### src/rtl/id_ex_reg.sv
// ---------------------------------------------------------------------------
// id_ex_reg
// ID/EX pipeline register for the five-stage MIPS pipeline, with the
// load-use hazard detector that asks the decode stage to stall.
//
// Parameters
//   DATA_W  datapath width (PC+4, register read data, extended immediate)
//   REG_W   register-specifier width
//
// Ports
//   clk, reset            rising-edge clock, synchronous active-high reset
//   stall, flush          hold contents / load a bubble (flush wins)
//   id_*                  decode-stage fields to capture
//   ex_*                  registered copies presented to execute, + ex_valid
//   load_use_haz          combinational stall request to decode
//   perf_bubbles/stalls   event counters, only with IDEX_PERF_EN defined
//
// Build option
//   IDEX_PERF_EN  adds the perf_bubbles / perf_stalls counters and ports.
// ---------------------------------------------------------------------------
module id_ex_reg #(
    parameter int DATA_W = 32,
    parameter int REG_W  = 5
) (
    input  logic              clk,
    input  logic              reset,
    input  logic              stall,
    input  logic              flush,
    input  logic              id_valid,
    input  logic [DATA_W-1:0] id_pc4,
    input  logic [DATA_W-1:0] id_read_rs,
    input  logic [DATA_W-1:0] id_read_rt,
    input  logic [DATA_W-1:0] id_sign_ext,
    input  logic [REG_W-1:0]  id_rs,
    input  logic [REG_W-1:0]  id_rt,
    input  logic [REG_W-1:0]  id_rd,
    input  logic [3:0]        id_alu_op,
    input  logic              id_alu_src,
    input  logic              id_reg_dst,
    input  logic              id_mem_read,
    input  logic              id_mem_write,
    input  logic              id_mem_to_reg,
    input  logic              id_reg_write,
    input  logic              id_branch,
    output logic              ex_valid,
    output logic [DATA_W-1:0] ex_pc4,
    output logic [DATA_W-1:0] ex_read_rs,
    output logic [DATA_W-1:0] ex_read_rt,
    output logic [DATA_W-1:0] ex_sign_ext,
    output logic [REG_W-1:0]  ex_rs,
    output logic [REG_W-1:0]  ex_rt,
    output logic [REG_W-1:0]  ex_rd,
    output logic [3:0]        ex_alu_op,
    output logic              ex_alu_src,
    output logic              ex_reg_dst,
    output logic              ex_mem_read,
    output logic              ex_mem_write,
    output logic              ex_mem_to_reg,
    output logic              ex_reg_write,
    output logic              ex_branch,
    output logic              load_use_haz
`ifdef IDEX_PERF_EN
    ,
    output logic [31:0]       perf_bubbles,
    output logic [31:0]       perf_stalls
`endif
);

    // Reset and flush both produce an all-zero register, so they share a
    // branch; stall simply leaves every register untouched.
    always_ff @(posedge clk) begin
        if (reset || flush) begin
            ex_valid      <= 1'b0;
            ex_pc4        <= '0;
            ex_read_rs    <= '0;
            ex_read_rt    <= '0;
            ex_sign_ext   <= '0;
            ex_rs         <= '0;
            ex_rt         <= '0;
            ex_rd         <= '0;
            ex_alu_op     <= '0;
            ex_alu_src    <= 1'b0;
            ex_reg_dst    <= 1'b0;
            ex_mem_read   <= 1'b0;
            ex_mem_write  <= 1'b0;
            ex_mem_to_reg <= 1'b0;
            ex_reg_write  <= 1'b0;
            ex_branch     <= 1'b0;
        end else if (!stall) begin
            ex_valid      <= id_valid;
            ex_pc4        <= id_pc4;
            ex_read_rs    <= id_read_rs;
            ex_read_rt    <= id_read_rt;
            ex_sign_ext   <= id_sign_ext;
            ex_rs         <= id_rs;
            ex_rt         <= id_rt;
            ex_rd         <= id_rd;
            // An invalid slot still carries its data, but must not carry
            // any control that could cause a side effect downstream.
            ex_alu_op     <= id_valid ? id_alu_op : 4'd0;
            ex_alu_src    <= id_valid & id_alu_src;
            ex_reg_dst    <= id_valid & id_reg_dst;
            ex_mem_read   <= id_valid & id_mem_read;
            ex_mem_write  <= id_valid & id_mem_write;
            ex_mem_to_reg <= id_valid & id_mem_to_reg;
            ex_reg_write  <= id_valid & id_reg_write;
            ex_branch     <= id_valid & id_branch;
        end
    end

    // A load in EX whose destination is a source of the instruction in ID.
    // Register 0 is never a real dependency.
    logic rtNonZero;
    logic srcMatch;

    assign rtNonZero    = (ex_rt != '0);
    assign srcMatch     = (ex_rt == id_rs) || (ex_rt == id_rt);
    assign load_use_haz = ex_valid & ex_mem_read & rtNonZero & srcMatch & id_valid;

`ifdef IDEX_PERF_EN
    // Stall only counts when it actually holds, i.e. no flush this edge.
    always_ff @(posedge clk) begin
        if (reset) begin
            perf_bubbles <= '0;
            perf_stalls  <= '0;
        end else if (flush) begin
            perf_bubbles <= perf_bubbles + 32'd1;
        end else if (stall) begin
            perf_stalls  <= perf_stalls + 32'd1;
        end
    end
`endif

endmodule

### config.mk
export PLATFORM = sky130hd
export DESIGN_NAME = id_ex_reg
export DESIGN_NICKNAME = d
export VERILOG_FILES = /design/src/rtl/id_ex_reg.sv
export SDC_FILE = /design/constraint.sdc
export NUM_CORES = 1
export LEC_CHECK = 0
export ABC_AREA = 1
export CAP_MARGIN = 10
export CORE_AREA = 3 3 122 124
export CTS_BUF_LIST = sky130_fd_sc_hd__clkbuf_2
export DETAILED_ROUTE_END_ITERATION = 6
export DIE_AREA = 0 0 125 127
export GPL_ROUTABILITY_DRIVEN = 0
export GPL_TIMING_DRIVEN = 0
export PLACE_DENSITY_LB_ADDON = 0.05
export SLEW_MARGIN = 0
export SYNTH_ARGS = -nofsm -noshare
export SYNTH_HDL_FRONTEND = slang
export SYNTH_SLANG_ARGS = --single-unit
### constraint.sdc
create_clock -name clk -period 1.59 [get_ports clk]
set_clock_uncertainty 0.05 [all_clocks]
set_input_delay 0.2385 -clock clk [delete_from_list [all_inputs] [get_ports clk]]
set_output_delay 0.2385 -clock clk [all_outputs]
set_load 0.01 [all_outputs]
==> impl_metrics.csv, run 1 <==
group,metric,value,unit
grt,grt_overflow,0,
synth,synthMostInstantiatedCell,"nand2_1",
synth,yosysSeqAreaShare,56.6,%
timing,setup_viol,3,
synth,synth_area_leaders,"dfxtp_1, nand2_1, a21oi_1, buf_2, nor2_1",
cts,cts.reportedPaths.clkPinSlew,0.20,ns
critical_path,arrival,1.73,ns
final_layout,fin_nets,1374,
grt,grt_max_degree,17,
floorplanning,ioPinCount,315,
critical_path,crit_required,1.30,ns
final_layout,fin_area,10700,sq um
power,p_per_area,704,nW/um^2
critical_path,start_kind,"register",
timing,setup_ws,-0.432,ns
min_path,holdCritPathClass,"input pin to register",
synth,ys_ff_latch,155,
critical_path,critPathCaptureType,"primary output",
critical_path,path_class,"register to primary output",
power,ir_worst_vdd,0.000564,V
timing,fin_setup_tns,-0.462,ns
timing,max_freq,495,MHz
detailed_routing,vias_per_cell,4.78,
floorplanning,core_area,13900,sq um
timing,slew_headroom,66.9,%
timing,period_needed,2.02,ns
job,drv_cap,0,
placed_design,port_buffers,314,
timing,finalHoldViolCount,0,
cts,numClockSinks,155,
detailed_routing,vias,6732,
grt,grt_pass1_wl,32900,um
cts,cts_root_buffer,"clkbuf_2",
critical_path,r2r_setup_slack,0.65,ns
cts,cts_max_path_buffers,2,
synth,synthTopCellsByCount,"nand2_1, dfxtp_1, a21oi_1",
grt,antenna_found_initial,0,
detailed_routing,wl,22300,um
grt,grt_util_all_layers,25.8,%
synth,ys_types,15,
final_layout,diodes,0,
detailed_routing,routedWlPerCell,15.9,um
timing,worst_pin_slew,0.496,ns
synth,synthesis.area,5480,sq um
outcome,outcome,"complete, but fails checks",
synth,synth_top_area_share,56.6,%
floorplanning,die_area,15900,sq um
floorplanning,initial_utilization,39.5,%
synth,synth_ff_type,"dfxtp_1",
synth,synthCells,712,
synth,yosysWarningCount,0,
placed_design,dpl_cell_area,8850,sq um
detailed_routing,drt_first_iter_violations,305,
grt,grt_pass1_vias,6352,
cts,cts_buffers,17,
timing,min_period_over_period,127,%
placed_design,hpwl,14000,um
final_layout,layout-drive-gt1-share,34.1,%
critical_path,crit_fanout,4,
final_layout,finish.utilization,77.0,%
outcome,violations,"negative setup slack",
floorplanning,die_y,127,um
detailed_routing,drcViolationCount,0,
synth,avgSynthCellArea,7.70,sq um
synth,synth-async-reset-ratio,0,%
final_layout,area_growth,94.8,%
floorplanning,die_w,125,um
floorplanning,num_rows,43,
timing,maxSlewViolCount,0,
cts,htree_levels,4,
cts,insertion_delay,0.67,ns
synth,synth_edf_count,0,
synth,syn-num-nets,871,
timing,rsz0062_at_grt,"true",
synth,yosys.area.top_type,"dfxtp_1",
detailed_routing,dr.pass1.iters,7,
power,leakage,4.60,nW
detailed_routing,final_antenna_net_count,0,
cts,cts_tree,"done",
==> per-layer routing <==
| metal | track usage [%] | part of all wire [%] |
|---|---|---|
| met5 | 0 | 0 |
| met4 | 11.1 | 4.1 |
| met3 | 9.20 | 7.6 |
| met2 | 44.4 | 50 |
| met1 | 29.1 | 39 |
==> layout by cell type, fill, tap and decap left out, types with 7 or more instances in the layout <==
cell | Yosys | routed
inv_1 | 11 | 9
buf_4 | 1 | 33
nor2_1 | 14 | 12
a21oi_1 | 151 | 151
buf_6 | 0 | 91
clkbuf_2 | 0 | 22
dlygate4sd3_1 | 0 | 142
clkbuf_1 | 7 | 7
nand2_1 | 317 | 315
buf_2 | 42 | 103
dfxtp_2 | 0 | 150
clkdlybuf4s50_1 | 0 | 158
==> final cells by class <==
| class | count | area (sq um) |
|---|---|---|
| Clock inverter | 9 | 75.1 |
| Multi-Input combinational cell | 495 | 2100 |
| Buffer | 50 | 244 |
| Timing Repair Buffer | 484 | 4570 |
| Sequential cell | 155 | 3310 |
| Fill cell | 1004 | 3200 |
| Inverter | 12 | 45.0 |
| Tap cell | 180 | 225 |
| Clock buffer | 22 | 110 |
==> final timing paths <==
kind                                              from                    endpoint  cells past startpoint
worst max-delay path             ex_rt[2]$_SDFFE_PP0N_                load_use_haz                      6
worst min-delay path                     id_read_rt[4]  ex_read_rt[4]$_SDFFE_PP0N_                      3
worst max register to register   ex_rt[2]$_SDFFE_PP0N_       ex_rt[2]$_SDFFE_PP0N_                      3
worst min register to register  ex_branch$_SDFFE_PP0N_      ex_branch$_SDFFE_PP0N_                      2
==> cell families after synthesis <==
group                     share of synthesized area [%]
AOI/OAI and AO/OA                                  14.5
xor gates and xnor gates                          0.479
buffers and inverters                              5.27
DFF                                                56.6
and+or+nand+nor                                    23.2
==> power breakdown <==
part           total [mW]  switching, mW  internal (mW)
combinational        1.50          0.599          0.899
clock                1.92           1.36          0.565
sequential           4.10         0.0787           4.03
==> what timing repair did <==
action,CTS,global route
hold buffers,142,0
setup endpoints to repair,156,104
setup buffers,7,23
resized for setup,798,118
pin swaps,6,5
hold endpoints to repair,142,0
==> worst max-delay path: stages (launching register included) <==
cell     delay [ns]
dfxtp_4        0.41
inv_2          0.05
buf_4          0.13
nand4_1        0.10
nand4_1        0.09
a21oi_1        0.12
buf_2          0.16
==> stage by stage <==
step                      cells  worst slack (ns)  hold WS, ns  power [mW]
after global placement     1206            -0.504        0.393        5.32
after detailed placement   1206            -0.505        0.400        5.33
after global routing       1407            -0.606      0.00994        7.83
after CTS                  1386            -0.518     0.000109        7.41
final                      1407            -0.432       0.0713        7.52
after floorplan             712             0.332        0.331        4.56
Note: power is estimated with default switching activity, not from simulation.
==> inputs of run 2 (changes only) <==
TNS_END_PERCENT = 50   (was not set)
==> run 2 against run 1 <==
Against the previous run:
- largest cell class unchanged
- worst hold slack worse by 0.0012 ns
- setup slack worse by 0.0044 ns
- combinational power hardly changed
- non-clock buffer count is 11 lower
- critical path depth stayed put
- maximum frequency is 0.22% lower
- the run still ends with negative setup slack left
- routed wire length is 1.3% lower
==> impl_metrics.csv, run 2 (same netlist as run 1, synthesis figures left out) <==
group,metric,value,unit
power,p_total,7.51,mW
critical_path,arrival,1.74,ns
detailed_routing,drcViolationCount,0,
min_path,holdCritPathClass,"input pin to register",
floorplanning,die_y,127,um
timing,rsz0062_at_grt,"true",
final_layout,layout_commonest_cell,"nand2_1",
power,combPwrFrac,19.8,%
critical_path,r2r_setup_slack,0.65,ns
min_path,holdPathStages,3,
placed_design,port_buffers,314,
cts,cts_tree,"done",
final_layout,area_growth,94.2,%
floorplanning,die_area,15900,sq um
power,p_seq_share,54.7,%
grt,grt_pass1_wl,32900,um
final_layout,fin_nets,1363,
final_layout,finish.utilization,76.7,%
critical_path,critPathCaptureType,"primary output",
cts,cts_root_buffer,"clkbuf_2",
detailed_routing,wl,22000,um
cts,htree_levels,4,
grt,grt_pass1_vias,6352,
detailed_routing,dr.pass1.iters,4,
timing,min_period_over_period,127,%
final_layout,fin_area,10600,sq um
timing,holdWs,0.0701,ns
grt,grt_overflow,0,
cts,cts_max_path_buffers,2,
min_path,holdPathEnd,"ex_rs[3]$_SDFFE_PP0N_",
cts,numClockSinks,155,
floorplanning,num_rows,43,
critical_path,crit_fanout,4,
timing,maxSlewViolCount,0,
detailed_routing,final_antenna_net_count,0,
critical_path,crit_start,"ex_rt[2]$_SDFFE_PP0N_",
floorplanning,die_w,125,um
timing,setup_viol,3,
floorplanning,ioPinCount,315,
timing,max_freq,493,MHz
grt,grt_max_degree,17,
final_layout,layout-drive-gt1-share,33.5,%
detailed_routing,vias,6672,
min_path,min_from,"id_rs[3]",
critical_path,crit_required,1.30,ns
timing,finalHoldViolCount,0,
critical_path,ff2ff_path_depth,3,
power,power_frac_clock,25.5,%
cts,cts_buffers,17,
critical_path,crit-reg2reg-launch,"ex_rt[2]$_SDFFE_PP0N_",
detailed_routing,vias_per_cell,4.78,
power,p_int,5.49,mW
cts,cts.reportedPaths.clkPinSlew,0.19,ns
timing,worst_pin_slew,0.496,ns
job,drv_cap,0,
final_layout,mostFrequentLayoutCells,"nand2_1, clkdlybuf4s50_1, a21oi_1, dfxtp_2, dlygate4sd3_1",
power,swShare,27.0,%
timing,period_needed,2.03,ns
timing,fin_setup_tns,-0.475,ns
outcome,violations,"negative setup slack",
outcome,outcome,"complete, but fails checks",
floorplanning,initial_utilization,39.5,%
final_layout,diodes,0,
timing,setup_ws,-0.437,ns
detailed_routing,drt_first_iter_violations,323,
critical_path,path_class,"register to primary output",
timing,slew_headroom,66.9,%
critical_path,r2r-end,"ex_rt[2]$_SDFFE_PP0N_",
power,leakage,4.55,nW
power,ir_worst_vdd,0.000563,V
placed_design,dpl_cell_area,8850,sq um
floorplanning,core_area,13900,sq um
cts,insertion_delay,0.67,ns
placed_design,hpwl,14000,um
grt,antenna_found_initial,0,
critical_path,start_kind,"register",
power,p_per_area,706,nW/um^2
grt,grt_util_all_layers,25.8,%
power,p_switching,2.03,mW
detailed_routing,routedWlPerCell,15.8,um
run 2: cell types whose count changed in the layout (fill, tap and decap cells not counted), sizes merged:
cell and change:
buf -11
run 2: per-layer routing:
metal | vias up | GRT usage [%] | wire (um)
li1 | 3248 | - | -
met1 | 3074 | 29.1 | 8450
met2 | 285 | 44.4 | 10800
met3 | 65 | 9.20 | 1800
met4 | 0 | 11.1 | 916
met5 | - | 0 | 0
run 2: layout make-up:
cell class	count	area [sq um]
Clock buffer	22	110
Timing Repair Buffer	473	4540
Fill cell	1005	3230
Multi-Input combinational cell	495	2100
Inverter	12	45.0
Clock inverter	9	75.1
Buffer	50	244
Tap cell	180	225
Sequential cell	155	3310
run 2: how the worst max path moves through the flow:
stage / end / cells past startpoint / slack [ns]
after global placement: load_use_haz / 8 / -0.50
after CTS: load_use_haz / 5 / -0.52
after global routing: load_use_haz / 7 / -0.61
after detailed placement: load_use_haz / 8 / -0.51
final: load_use_haz / 6 / -0.44
after floorplan: load_use_haz / 6 / 0.33
run 2: worst max-delay path, stage by stage (launching register included):
cell and delay, ns:
dfxtp_4 0.41, inv_2 0.05, buf_4 0.13, nand4_1 0.10, nand4_1 0.09, a21oi_1 0.12, buf_2 0.16
run 2: power groups by stage:
| stage | combinational (mW) | clock [mW] | sequential [mW] |
|---|---|---|---|
| 2_1_floorplan | 0.355 | 0 | 4.21 |
| 3_3_place_gp | 1.17 | 0 | 4.15 |
| 3_5_place_dp | 1.17 | 0 | 4.15 |
| 4_1_cts | 1.37 | 1.96 | 4.09 |
| 5_1_grt | 1.61 | 2.10 | 4.12 |
| 6_report | 1.49 | 1.92 | 4.10 |
run 2: timing repair:
action                                 in CTS  in global routing
endpoints found under the hold margin     142                  0
pin swaps                                   6                  5
setup buffers                               6                 13
hold buffers                              142                  0
cloned                                      0                  0
gates resized for setup                   798                127
setup endpoints to repair                 156                104
run 2: per-stage QoR:
| stage | std cells | setup slack, ns |
|---|---|---|
| 3_5_place_dp | 1206 | -0.505 |
| 2_1_floorplan | 712 | 0.332 |
| 5_1_grt | 1396 | -0.606 |
| 4_1_cts | 1385 | -0.518 |
| 6_report | 1396 | -0.437 |
| 3_3_place_gp | 1206 | -0.504 |
==> inputs of run 3 (changes only) <==
CORE_AREA = 2 2 121 123   (was 3 3 122 124)
DIE_AREA = 0 0 123 125   (was 0 0 125 127)
==> run 3 against run 2 <==
Against the previous run:
- the run still ends with negative setup slack left
- worst hold slack improved by 0.047 ns
- power increased by 0.83%
- die area decreased by 3.1%
- core utilization decreased by 3.3 points
- sequential cell count unchanged
- critical path depth increased by 1
- first-iteration DRC count decreased by 29%
- count of clock-buffer cells in the layout unchanged
==> impl_metrics.csv, run 3 (same netlist as run 1, synthesis figures left out) <==
group,metric,value,unit
timing,max_freq,503,MHz
cts,htree_levels,4,
final_layout,layout_commonest_cell,"nand2_1",
min_path,holdPathEnd,"ex_rt[4]$_SDFFE_PP0N_",
critical_path,r2r_setup_slack,0.70,ns
timing,fin_setup_tns,-0.504,ns
min_path,min_from,"id_rt[4]",
detailed_routing,wl,20400,um
grt,grt_max_degree,17,
cts,numClockSinks,155,
timing,maxSlewViolCount,0,
final_layout,register_area,3310,sq um
critical_path,cpMaxStageDelayCell,"dfxtp_2",
critical_path,path_cells,"buf_6 > nand2_4 > nand2_2 > nor2_2 > nand3_2 > a21oi_2 > buf_4",
critical_path,crit_required,1.30,ns
timing,setup_ws,-0.400,ns
critical_path,r2r-end,"ex_rt[2]$_SDFFE_PP0N_",
critical_path,arrival,1.70,ns
detailed_routing,routedWlPerCell,14.5,um
placed_design,port_buffers,314,
grt,grt_pass1_vias,6511,
final_layout,diodes,0,
cts,cts_root_buffer,"clkbuf_2",
detailed_routing,drt_first_iter_violations,228,
critical_path,crit_start,"ex_rt[3]$_SDFFE_PP0N_",
final_layout,mostFrequentLayoutCells,"nand2_1, clkdlybuf4s50_1, dfxtp_2, a21oi_1",
detailed_routing,dr.pass1.iters,4,
floorplanning,core_area,14200,sq um
cts,cts_tree,"done",
grt,grt_util_all_layers,26.0,%
cts,insertion_delay,0.65,ns
grt,grt_pass1_wl,31600,um
critical_path,ff2ff_path_depth,3,
critical_path,critPathCaptureType,"primary output",
floorplanning,initial_utilization,38.6,%
outcome,outcome,"complete, but fails checks",
timing,setup_viol,2,
final_layout,nFillCells,1120,
final_layout,final_cells,1405,
cts,cts.reportedPaths.clkPinSlew,0.19,ns
timing,period_needed,1.99,ns
grt,grt_overflow,0,
critical_path,start_kind,"register",
timing,rsz0062_at_grt,"true",
critical_path,crit-reg2reg-launch,"ex_rt[2]$_SDFFE_PP0N_",
grt,antenna_found_initial,0,
timing,min_period_over_period,125,%
cts,cts_buffers,17,
job,drv_cap,0,
min_path,holdCritPathClass,"input pin to register",
power,leakage,4.55,nW
floorplanning,die_y,125,um
timing,slew_headroom,69.2,%
detailed_routing,drcViolationCount,0,
detailed_routing,vias,6510,
power,ir_worst_vdd,0.000456,V
detailed_routing,final_antenna_net_count,0,
final_layout,fin_nets,1367,
placed_design,hpwl,13200,um
floorplanning,ioPinCount,315,
floorplanning,die_w,123,um
floorplanning,num_rows,44,
timing,finalHoldViolCount,0,
final_layout,multi_input_area,2130,sq um
critical_path,path_class,"register to primary output",
power,p_per_area,727,nW/um^2
detailed_routing,vias_per_cell,4.63,
final_layout,layout-drive-gt1-share,33.7,%
min_path,holdPathStages,3,
critical_path,crit_fanout,3,
critical_path,cp_slowest_stage_delay,0.38,ns
placed_design,placed_cells,1210,
floorplanning,die_area,15400,sq um
outcome,violations,"negative setup slack",
timing,worst_pin_slew,0.463,ns
cts,cts_max_path_buffers,2,
final_layout,area_growth,90.1,%
[run 3: repair_timing]
action,4_1_cts,5_1_grt
endpoints found under the setup margin,156,47
hold buffers,149,0
pin swaps,6,5
hold endpoints to repair,149,0
gates resized for setup,812,56
setup buffers,10,6
[run 3: power by group]
part	internal (mW)	switching (mW)	leakage [nW]
combinational	0.859	0.582	3.07
sequential	4.02	0.0687	1.33
clock	0.729	1.31	0.144
total	5.61	1.96	4.55
[run 3: per-stage QoR]
step                      hold WS, ns  total power [mW]  cell area, sq um  utilization (%)  setup WS, ns
after global routing           0.0597              7.98             10400             73.4        -0.615
after detailed placement        0.400              5.32              8860             62.4        -0.507
after floorplan                 0.331              4.56              5480                -         0.332
after global placement          0.392              5.31              8860             62.4        -0.501
after CTS                     0.00505              7.60             10200             71.5        -0.524
final                           0.118              7.57             10400             73.4        -0.400
[run 3: cell type report]
cell class | instances | area share, %
sequential | 155 | 31.7
multi-input combinational | 495 | 20.4
clock inverter | 10 | 0.960
clock buffer | 22 | 1.06
inverter | 12 | 0.456
timing repair buffer | 477 | 40.8
tap | 184 | 2.21
buffer | 50 | 2.34
[run 3: worst max-delay path, delay by kind of cell, from the launching register on]
family,cells,cell delay (ns)
buffers and inverters,2,0.25
AOI/OAI and AO/OA,1,0.13
DFF,1,0.38
and+or+nand+nor,4,0.26
[run 3: metal layers]
layer / global-route usage, % / part of all wire, % / up-vias
li1: - / - / 3255
met1: 27.8 / 38 / 2975
met2: 45.2 / 49 / 231
met3: 9.53 / 9.0 / 49
met4: 11.8 / 3.7 / 0
met5: 0 / 0 / -
[run 3: worst max-delay path by stage]
| stage | endpoint | slack [ns] | depth (start not counted) |
|---|---|---|---|
| 2_1_floorplan | load_use_haz | 0.33 | 6 |
| 3_3_place_gp | load_use_haz | -0.50 | 8 |
| 3_5_place_dp | load_use_haz | -0.51 | 8 |
| 4_1_cts | load_use_haz | -0.52 | 7 |
| 5_1_grt | load_use_haz | -0.61 | 7 |
| 6_report | load_use_haz | -0.40 | 7 |
==> variant (flow settings as in run 3) <==
`REG_W`: 5 -> 4.
--- a/src/rtl/id_ex_reg.sv
+++ b/src/rtl/id_ex_reg.sv
@@ -20,7 +20,7 @@
 // ---------------------------------------------------------------------------
 module id_ex_reg #(
     parameter int DATA_W = 32,
-    parameter int REG_W  = 5
+    parameter int REG_W  = 4
 ) (
     input  logic              clk,
     input  logic              reset,
Interface: changed (6 resized); port bits go from 315 to 309. The function was not compared with the original's and may differ.
==> variant against run 3 <==
The run still ends with negative setup slack left. Cell area rose by 8.5%. Via count increased by 1.1%. Worst setup slack got worse by 0.097 ns. Sequential share of layout area fell by 3.1 points. Power up 5.9%. Core utilization is 6.3 points higher. Sequential cell count down 3. Cell count down 1.1%. Routed wire length increased by 9.1%. Non-clock buffer count shrank 3. Critical path depth did not move. Synthesized area increased by 4.6%. Largest power group unchanged.
==> variant: results (changes against run 3) <==
| Metric | Value |
|---|---|
| Failing checks | negative setup slack (unchanged) |
| Seq cells | 152 (was 155) |
| Worst-path fanout max | 4 (was 3) |
| Synth Net Count | 855 (was 871) |
| Multi-input gate area | 2330 µm² (was 2130 µm²) |
| Final Setup Violations | 5 (was 2) |
| Total placed cells including tap cells | 1190 (was 1210) |
| Routed length on met1 | 8.17 mm (was 7.81 mm) |
| Port Buffers | 307 (was 314) |
| Setup ws final | -0.497 ns (was -0.400 ns) |
| Vias post-DR | 6580 (was 6510) |
| WL/cell | 16.0 µm (was 14.5 µm) |
| Non-clock buffers | 524 (was 527) |
| Setup TNS | -0.537 ns (was -0.504 ns) |
| Vias in the first global route | 6578 (was 6511) |
| Met2 wire length | 11.7 mm (was 10.0 mm) |
| Multi-In Gates | 483 (was 495) |
| DP Wirelength | 13.4 mm (was 13.2 mm) |
| Final clock-cell share | 2.26% (was 2.02%) |
| Final non-clock buffer share | 45.9% (was 43.2%) |
| Post_cts resized | 772 (was 812) |
| Met3 WL | 1.70 mm (was 1.83 mm) |
| Inverters | 14 (was 12) |
| Status | finished, violations left (unchanged) |
| Multi-input logic portion of the cell area | 20.6% (was 20.4%) |
| CLK BUF | 20 (was 22) |
| Nets@finish | 1348 (was 1367) |
| Worst path slowest cell | dfxtp_4 (was dfxtp_2) |
| Syn_area_per_cell | 8.21 µm² (was 7.70 µm²) |
| Ant diodes | 1 (was 0) |
| Setup bufs post-CTS | 12 (was 10) |
| Share of cells above drive strength 1 | 39.0% (was 33.7%) |
| CTS Hold Bufs | 144 (was 149) |
| Peak VDD IR | 0.528 mV (was 0.456 mV) |
| Synth cell count leaders | nand2_1, dfxtp_1, a21oi_2, a21oi_1, buf_2 (was nand2_1, dfxtp_1, a21oi_1, buf_2, nor2_1) |
| Number of fill cells | 920 (was 1120) |
| GR Util All Layers | 26.6% (was 26.0%) |
| Starting DRC count in detailed routing | 242 (was 228) |
| Worst slack, placed | -0.455 ns (was -0.507 ns) |
| Clock Latency Late Sink | 0.71 ns (was 0.65 ns) |
| Max incr delay on CP | 0.40 ns (was 0.38 ns) |
-- variant: cell count changes in the layout (fill, tap and decap cells not counted), moves of 8 or more --
cell,change
a21oi_1,-85
a21oi_2,+79
buf_6,+118
clkbuf_1,+8
buf_2,-128
-- variant: final timing paths --
check / start / end / slack, ns
setup / recovery: ex_rt[0] / load_use_haz / -0.50
hold reg to reg: ex_sign_ext[20] / ex_sign_ext[20] / 0.43
setup reg to reg: ex_reg_write / ex_reg_write / 0.36
hold / removal: id_rs[0] / ex_rs[0] / 0.09
-- variant: power by group --
group          switching, mW  internal, mW
Sequential            0.0896          3.95
Combinational          0.638         0.969
Clock                   1.35          1.02
-- variant: cells by family (layout without fill, tap and decap cells) --
logic type             Yosys count  count (layout)  share of synthesized area, %
buffers and inverters           64             569                          6.32
DFF                            152             152                          53.0
AOI/OAI and AO/OA              153             153                          18.9
other                            0               1                             0
and+or+nand+nor                330             330                          21.7
